[src/rtl/uart_pkg.sv]
// Shared types and helpers for the burst UART transmitter.
package uart_pkg;

  localparam int unsigned DATA_BITS_MIN = 5;

  typedef enum logic [2:0] {
    IDLE,
    LEAD,
    START,
    DATA,
    PARITY,
    STOP
  } state_t;

  typedef struct packed {
    logic       baud_sel;
    logic [1:0] data_bits;
    logic       stop2;
    logic       parity_en;
    logic       parity_odd;
  } cfg_t;

  // Rounded clock divider for a given baud rate.
  function automatic int unsigned div_of(input int unsigned clk_hz, input int unsigned baud);
    return (clk_hz + baud / 2) / baud;
  endfunction

endpackage

[src/rtl/uart_baud_tick.sv]
// Baud-rate clock enable: one-clk tick every DIV clks while enabled, held at 0 otherwise.
module uart_baud_tick
  import uart_pkg::*;
#(
  parameter int unsigned CLK_HZ  = 50000000,
  parameter int unsigned BAUD_LO = 2400,
  parameter int unsigned BAUD_HI = 9600
) (
  input  logic clk,
  input  logic rst,
  input  logic en,
  input  logic sel,
  output logic tick
);

  localparam int unsigned DIV_LO  = div_of(CLK_HZ, BAUD_LO);
  localparam int unsigned DIV_HI  = div_of(CLK_HZ, BAUD_HI);
  localparam int unsigned DIV_MAX = (DIV_LO > DIV_HI) ? DIV_LO : DIV_HI;
  localparam int unsigned DIV_W   = ($clog2(DIV_MAX) > 0) ? $clog2(DIV_MAX) : 1;

  logic [DIV_W-1:0] cnt;
  logic [DIV_W-1:0] last;

  assign last = sel ? DIV_W'(DIV_HI - 1) : DIV_W'(DIV_LO - 1);
  assign tick = en && (cnt == last);

  always_ff @(posedge clk or negedge rst) begin
    if (!rst)              cnt <= '0;
    else if (!en || tick)  cnt <= '0;
    else                   cnt <= cnt + DIV_W'(1);
  end

endmodule

[src/rtl/uart_burst_tx.sv]
// Burst UART sender: frames burst_len alternating all-0/all-1 characters per start edge,
// bracketed by rts with an optional lead-in of idle bit-times.
module uart_burst_tx
  import uart_pkg::*;
#(
  parameter int unsigned CLK_HZ   = 50000000,
  parameter int unsigned BAUD_LO  = 2400,
  parameter int unsigned BAUD_HI  = 9600,
  parameter int unsigned CNT_W    = 4,
  parameter int unsigned RTS_LEAD = 1
) (
  input  logic             clk,
  input  logic             rst,
  input  logic             start,
  input  logic             baud_sel,
  input  logic [1:0]       data_bits,
  input  logic             stop2,
  input  logic             parity_en,
  input  logic             parity_odd,
  input  logic [CNT_W-1:0] burst_len,
  output logic             rts,
  output logic             txd,
  output logic             busy,
  output logic             done
);

  state_t           state, state_n;
  cfg_t             cfg_q;
  logic [CNT_W-1:0] len_q, idx, idx_n;
  logic [2:0]       bit_cnt, bit_n, last_data;
  logic [2:0]       start_sync;
  logic             req, load, tick, par_bit;
  logic             txd_n, rts_n, busy_n, done_n;

  // Two synchroniser flops followed by the edge register.
  always_ff @(posedge clk or negedge rst) begin
    if (!rst) start_sync <= '0;
    else      start_sync <= {start_sync[1:0], start};
  end
  assign req = start_sync[1] & ~start_sync[2];

  uart_baud_tick #(
    .CLK_HZ (CLK_HZ),
    .BAUD_LO(BAUD_LO),
    .BAUD_HI(BAUD_HI)
  ) u_tick (
    .clk (clk),
    .rst (rst),
    .en  (state != IDLE),
    .sel (cfg_q.baud_sel),
    .tick(tick)
  );

  assign last_data = 3'(DATA_BITS_MIN - 1) + 3'(cfg_q.data_bits);
  // Character bits are uniform, so their XOR is the pattern bit when the length is odd.
  assign par_bit   = (idx_n[0] & ~cfg_q.data_bits[0]) ^ cfg_q.parity_odd;

  always_comb begin
    state_n = state;
    bit_n   = bit_cnt;
    idx_n   = idx;
    load    = 1'b0;
    done_n  = 1'b0;
    case (state)
      IDLE: begin
        if (req && (burst_len != '0)) begin
          load    = 1'b1;
          idx_n   = '0;
          bit_n   = '0;
          state_n = (RTS_LEAD == 0) ? START : LEAD;
        end
      end
      LEAD: begin
        if (tick) begin
          if (bit_cnt == 3'(RTS_LEAD - 1)) begin
            state_n = START;
            bit_n   = '0;
          end else begin
            bit_n = bit_cnt + 3'(1);
          end
        end
      end
      START: begin
        if (tick) begin
          state_n = DATA;
          bit_n   = '0;
        end
      end
      DATA: begin
        if (tick) begin
          if (bit_cnt == last_data) begin
            state_n = cfg_q.parity_en ? PARITY : STOP;
            bit_n   = '0;
          end else begin
            bit_n = bit_cnt + 3'(1);
          end
        end
      end
      PARITY: begin
        if (tick) begin
          state_n = STOP;
          bit_n   = '0;
        end
      end
      STOP: begin
        if (tick) begin
          if (bit_cnt == 3'(cfg_q.stop2)) begin
            bit_n = '0;
            if (idx < len_q - CNT_W'(1)) begin
              idx_n   = idx + CNT_W'(1);
              state_n = START;
            end else begin
              state_n = IDLE;
              done_n  = 1'b1;
            end
          end else begin
            bit_n = bit_cnt + 3'(1);
          end
        end
      end
      default: state_n = IDLE;
    endcase

    case (state_n)
      START:   txd_n = 1'b0;
      DATA:    txd_n = idx_n[0];
      PARITY:  txd_n = par_bit;
      default: txd_n = 1'b1;
    endcase
    rts_n  = (state_n != IDLE);
    busy_n = (state_n != IDLE);
  end

  always_ff @(posedge clk or negedge rst) begin
    if (!rst) begin
      state   <= IDLE;
      bit_cnt <= '0;
      idx     <= '0;
      txd     <= 1'b1;
      rts     <= 1'b0;
      busy    <= 1'b0;
      done    <= 1'b0;
    end else begin
      state   <= state_n;
      bit_cnt <= bit_n;
      idx     <= idx_n;
      txd     <= txd_n;
      rts     <= rts_n;
      busy    <= busy_n;
      done    <= done_n;
    end
  end

  // Configuration is frozen for the whole burst.
  always_ff @(posedge clk or negedge rst) begin
    if (!rst) begin
      cfg_q <= '0;
      len_q <= '0;
    end else if (load) begin
      cfg_q <= '{baud_sel: baud_sel, data_bits: data_bits, stop2: stop2,
                 parity_en: parity_en, parity_odd: parity_odd};
      len_q <= burst_len;
    end
  end

endmodule

[config.mk]
export PLATFORM = sky130hd
export DESIGN_NAME = uart_burst_tx
export DESIGN_NICKNAME = d
export VERILOG_FILES = /design/src/rtl/uart_pkg.sv /design/src/rtl/uart_baud_tick.sv /design/src/rtl/uart_burst_tx.sv
export SDC_FILE = /design/constraint.sdc
export NUM_CORES = 1
export LEC_CHECK = 0
export CAP_MARGIN = 30
export CORE_ASPECT_RATIO = 0.5
export CORE_MARGIN = 1
export CORE_UTILIZATION = 30
export DETAILED_ROUTE_END_ITERATION = 6
export PLACE_DENSITY = 0.52
export SLEW_MARGIN = 40
export SYNTH_ARGS = -nofsm -noshare
export SYNTH_HDL_FRONTEND = slang
export SYNTH_HIERARCHICAL = 1
export SYNTH_SLANG_ARGS = --single-unit
[constraint.sdc]
create_clock -name clk -period 6.9 [get_ports clk]
set_clock_uncertainty 0.2 [all_clocks]
set_input_delay 1.38 -clock clk [delete_from_list [all_inputs] [get_ports clk]]
set_output_delay 1.38 -clock clk [all_outputs]
set_load 0.01 [all_outputs]
==> metrics <==
share of cells above drive strength 1=0.09756; Synth Area in XOR/XNOR=0.08263; WL/cell=12.76 um; Data required, critical path=6.86 ns; Longest Clk Path Bufs=2; Setup violations, final=0; CP Capture Type=flop; total grt overflow=0; r2r setup slk=3.46 ns; Adder-Cell Fraction of Synth Area=0.04497; Slew Limit Fails=0; placed cells=330; Netlist cell types=51; Compound-Gate Fraction of Synth Area=0.1017; worst-margin pin slew=0.5097 ns; sequential fraction of the synthesis area=0.4615; DR vias=1619; Reg-to-Reg Start=u_tick/cnt[7]; flops & latches, synth=41; Setup TNS Final=0 ns; FMAX=275.6 MHz; largest area contributor in the netlist=dfrtp_1; LEAKAGE=0.001129 uW; fin cells=338; io pins=17; GRT Util Overall=0.1268; DP HPWL=3024 um; worst vdd ir=77.76 uV; clock sinks=41; Tmin final=3.628 ns; Worst Hold Class=flop to flop; TritonCTS clock tree=built; final hold vios=0; total number of yosys warnings=6; first-pass detailed-route iteration total=4; CP Max Fanout=11; Async S/R FF share, synth=1.000; Iteration-0 DRC Markers=66; Design Power=554.0 uW; Worst slew margin=0.6602; core footprint=6910 um^2; Mapped Nets=247; reg2reg path depth=9; GPL Wtd Cong=0.8280; overall die height=62.91 um; largest family of logic cells by synthesized area=simple AND/OR/NAND/NOR gates; Max Cap Violations=0; Via density=4.790; Avg Cell Area, Syn=9.849 um^2; top_reg_cell synth=dfrtp_1; wirelength, routed=4314 um; FP Rows=21; RR Endpoint=busy; number of port buffers=16; Fin Hold WS=0.1502 ns; Mapped Cells=226; Worst EP arrival=3.59 ns; RSZ-0062 raised after global routing=false; Starting Density=0.3221; largest net degree at the start of global routing=42; H-tree Lvls=2; mux cell area share after synthesis=0.01574; Routed Antenna Nets=0; cts repair resizes=0; initial antenna violation count=0; Final #Nets=266; Final Cycle Share=0.5259; critical path class=input pin to flop; hold depth=0; Hold Crit Endpoint=start_sync[1]; Post-synth EDFFs=0; PD cells=207.9 nW/um^2; Root Driver=clkbuf_16; # diodes=0; vias in the first global route=1599; first-pass GRT wire length=7659 um; Startpoint Class=input pin; Worst-path clk slew=0.06 ns; Hold-fix buffers, CTS=0; DRC errors left=0; Post-Synthesis Cell Area=2226 um^2; Area growth syn-to-layout=19.73%; simple-gate portion of the synthesized area=0.2591; top cell type's share of synthesized area=0.4497; Die Width=123.8 um; Min-Delay Startpoint=start_sync[0]; largest cells by area after synthesis=dfrtp_1 (45%), nand2_1 (6.4%), xnor2_1 (6.3%), ha_1 (4.5%), nor2_1 (3.4%); Worst-Skew Late Latency=0.28 ns; die area=7789 um^2; CTS Buf Count=5; outcome=completed; Post-CTS Setup Bufs=0
-- worst max-delay path: stages --
cell and delay, ns:
clkdlybuf4s50_1 0.44, nor4_2 0.41, or4b_1 0.44, o311ai_1 0.17
nor3_1 0.34, inv_2 0.07, or3_1 0.34
-- metrics by stage --
step             util  setup WS [ns]  area (um^2)
2_1_floorplan       -          3.770         2226
3_3_place_gp   0.3578          3.018         2472
3_5_place_dp   0.3581          2.965         2475
4_1_cts        0.3857          3.252         2665
5_1_grt        0.3857          3.097         2665
6_report       0.3857          3.272         2665
-- registers in the layout, indices dropped and copies added, names as in the netlist --
| name | count |
|---|---|
| u_tick/cnt | 15 |
| done | 1 |
| state | 3 |
| txd | 1 |
| len_q | 4 |
| cfg_q | 6 |
| bit_cnt | 3 |
| idx | 4 |
| busy | 1 |
| start_sync | 3 |
-- synthesized netlist by cell type, types with 2 or more instances --
cell,number
nand4_1,3
ha_1,8
o21ai_0,5
nor2b_1,3
clkbuf_1,2
nor3b_1,3
nor3_1,9
and3_1,2
nand3_1,7
inv_1,11
mux2i_1,2
a21oi_1,6
or3_4,2
and2_1,2
or4b_1,2
nor2_1,20
o22ai_1,2
xnor2_1,16
nand2b_1,5
dfrtp_1,40
nor4_1,5
nand2_1,38
xor2_1,5
-- metal layers --
layer / wire [um] / up-vias / GRT usage
met5: 0 / - / 0
met4: 45 / 0 / 0.04970
met3: 126 / 5 / 0.03285
met2: 1942 / 24 / 0.1896
met1: 2199 / 775 / 0.1733
li1: - / 815 / -
-- cells by family after synthesis --
family	Yosys count
mux	3
buf+inv	17
xor+xnor	21
compound gates	28
simple gates	108
fa+ha+maj	8
flops	41
-- power by group --
part	total [uW]	switching [uW]	internal (uW)
clock network	300	93.3	206
registers	242	0.641	241
logic	12.2	5.95	6.29
-- area by class of cell --
cell class              count  area [um^2]
fillers                   676         4245
multi-input cells         168         1122
flip-flops and latches     41         1027
repair buffers             17        165.2
clock buffers               5        125.1
well taps                  92        115.1
clock inverters             3        65.06
inverters                  12        45.04
-- worst max-delay path by stage --
stage	from	to	cells past startpoint
global placement	burst_len[1]	busy	7
global route	burst_len[1]	busy	7
floorplan	u_tick/cnt[7]	busy	9
detailed placement	burst_len[1]	busy	7
CTS	burst_len[1]	busy	7
finish	burst_len[1]	busy	7
-- layout by cell type, fill, tap and decap left out, types with 3 or more instances in the layout --
cell,netlist,final
dfrtp_1,40,40
nand2_1,38,38
nor2_1,20,20
xnor2_1,16,16
clkdlybuf4s50_1,0,15
inv_1,11,11
nor3_1,9,9
ha_1,8,8
nand3_1,7,7
a21oi_1,6,6
o21ai_0,5,5
xor2_1,5,5
nand2b_1,5,5
nor4_1,5,5
clkbuf_16,0,5
nand4_1,3,3
nor2b_1,3,3
nor3b_1,3,3
Note: power is estimated with default switching activity, not from simulation.
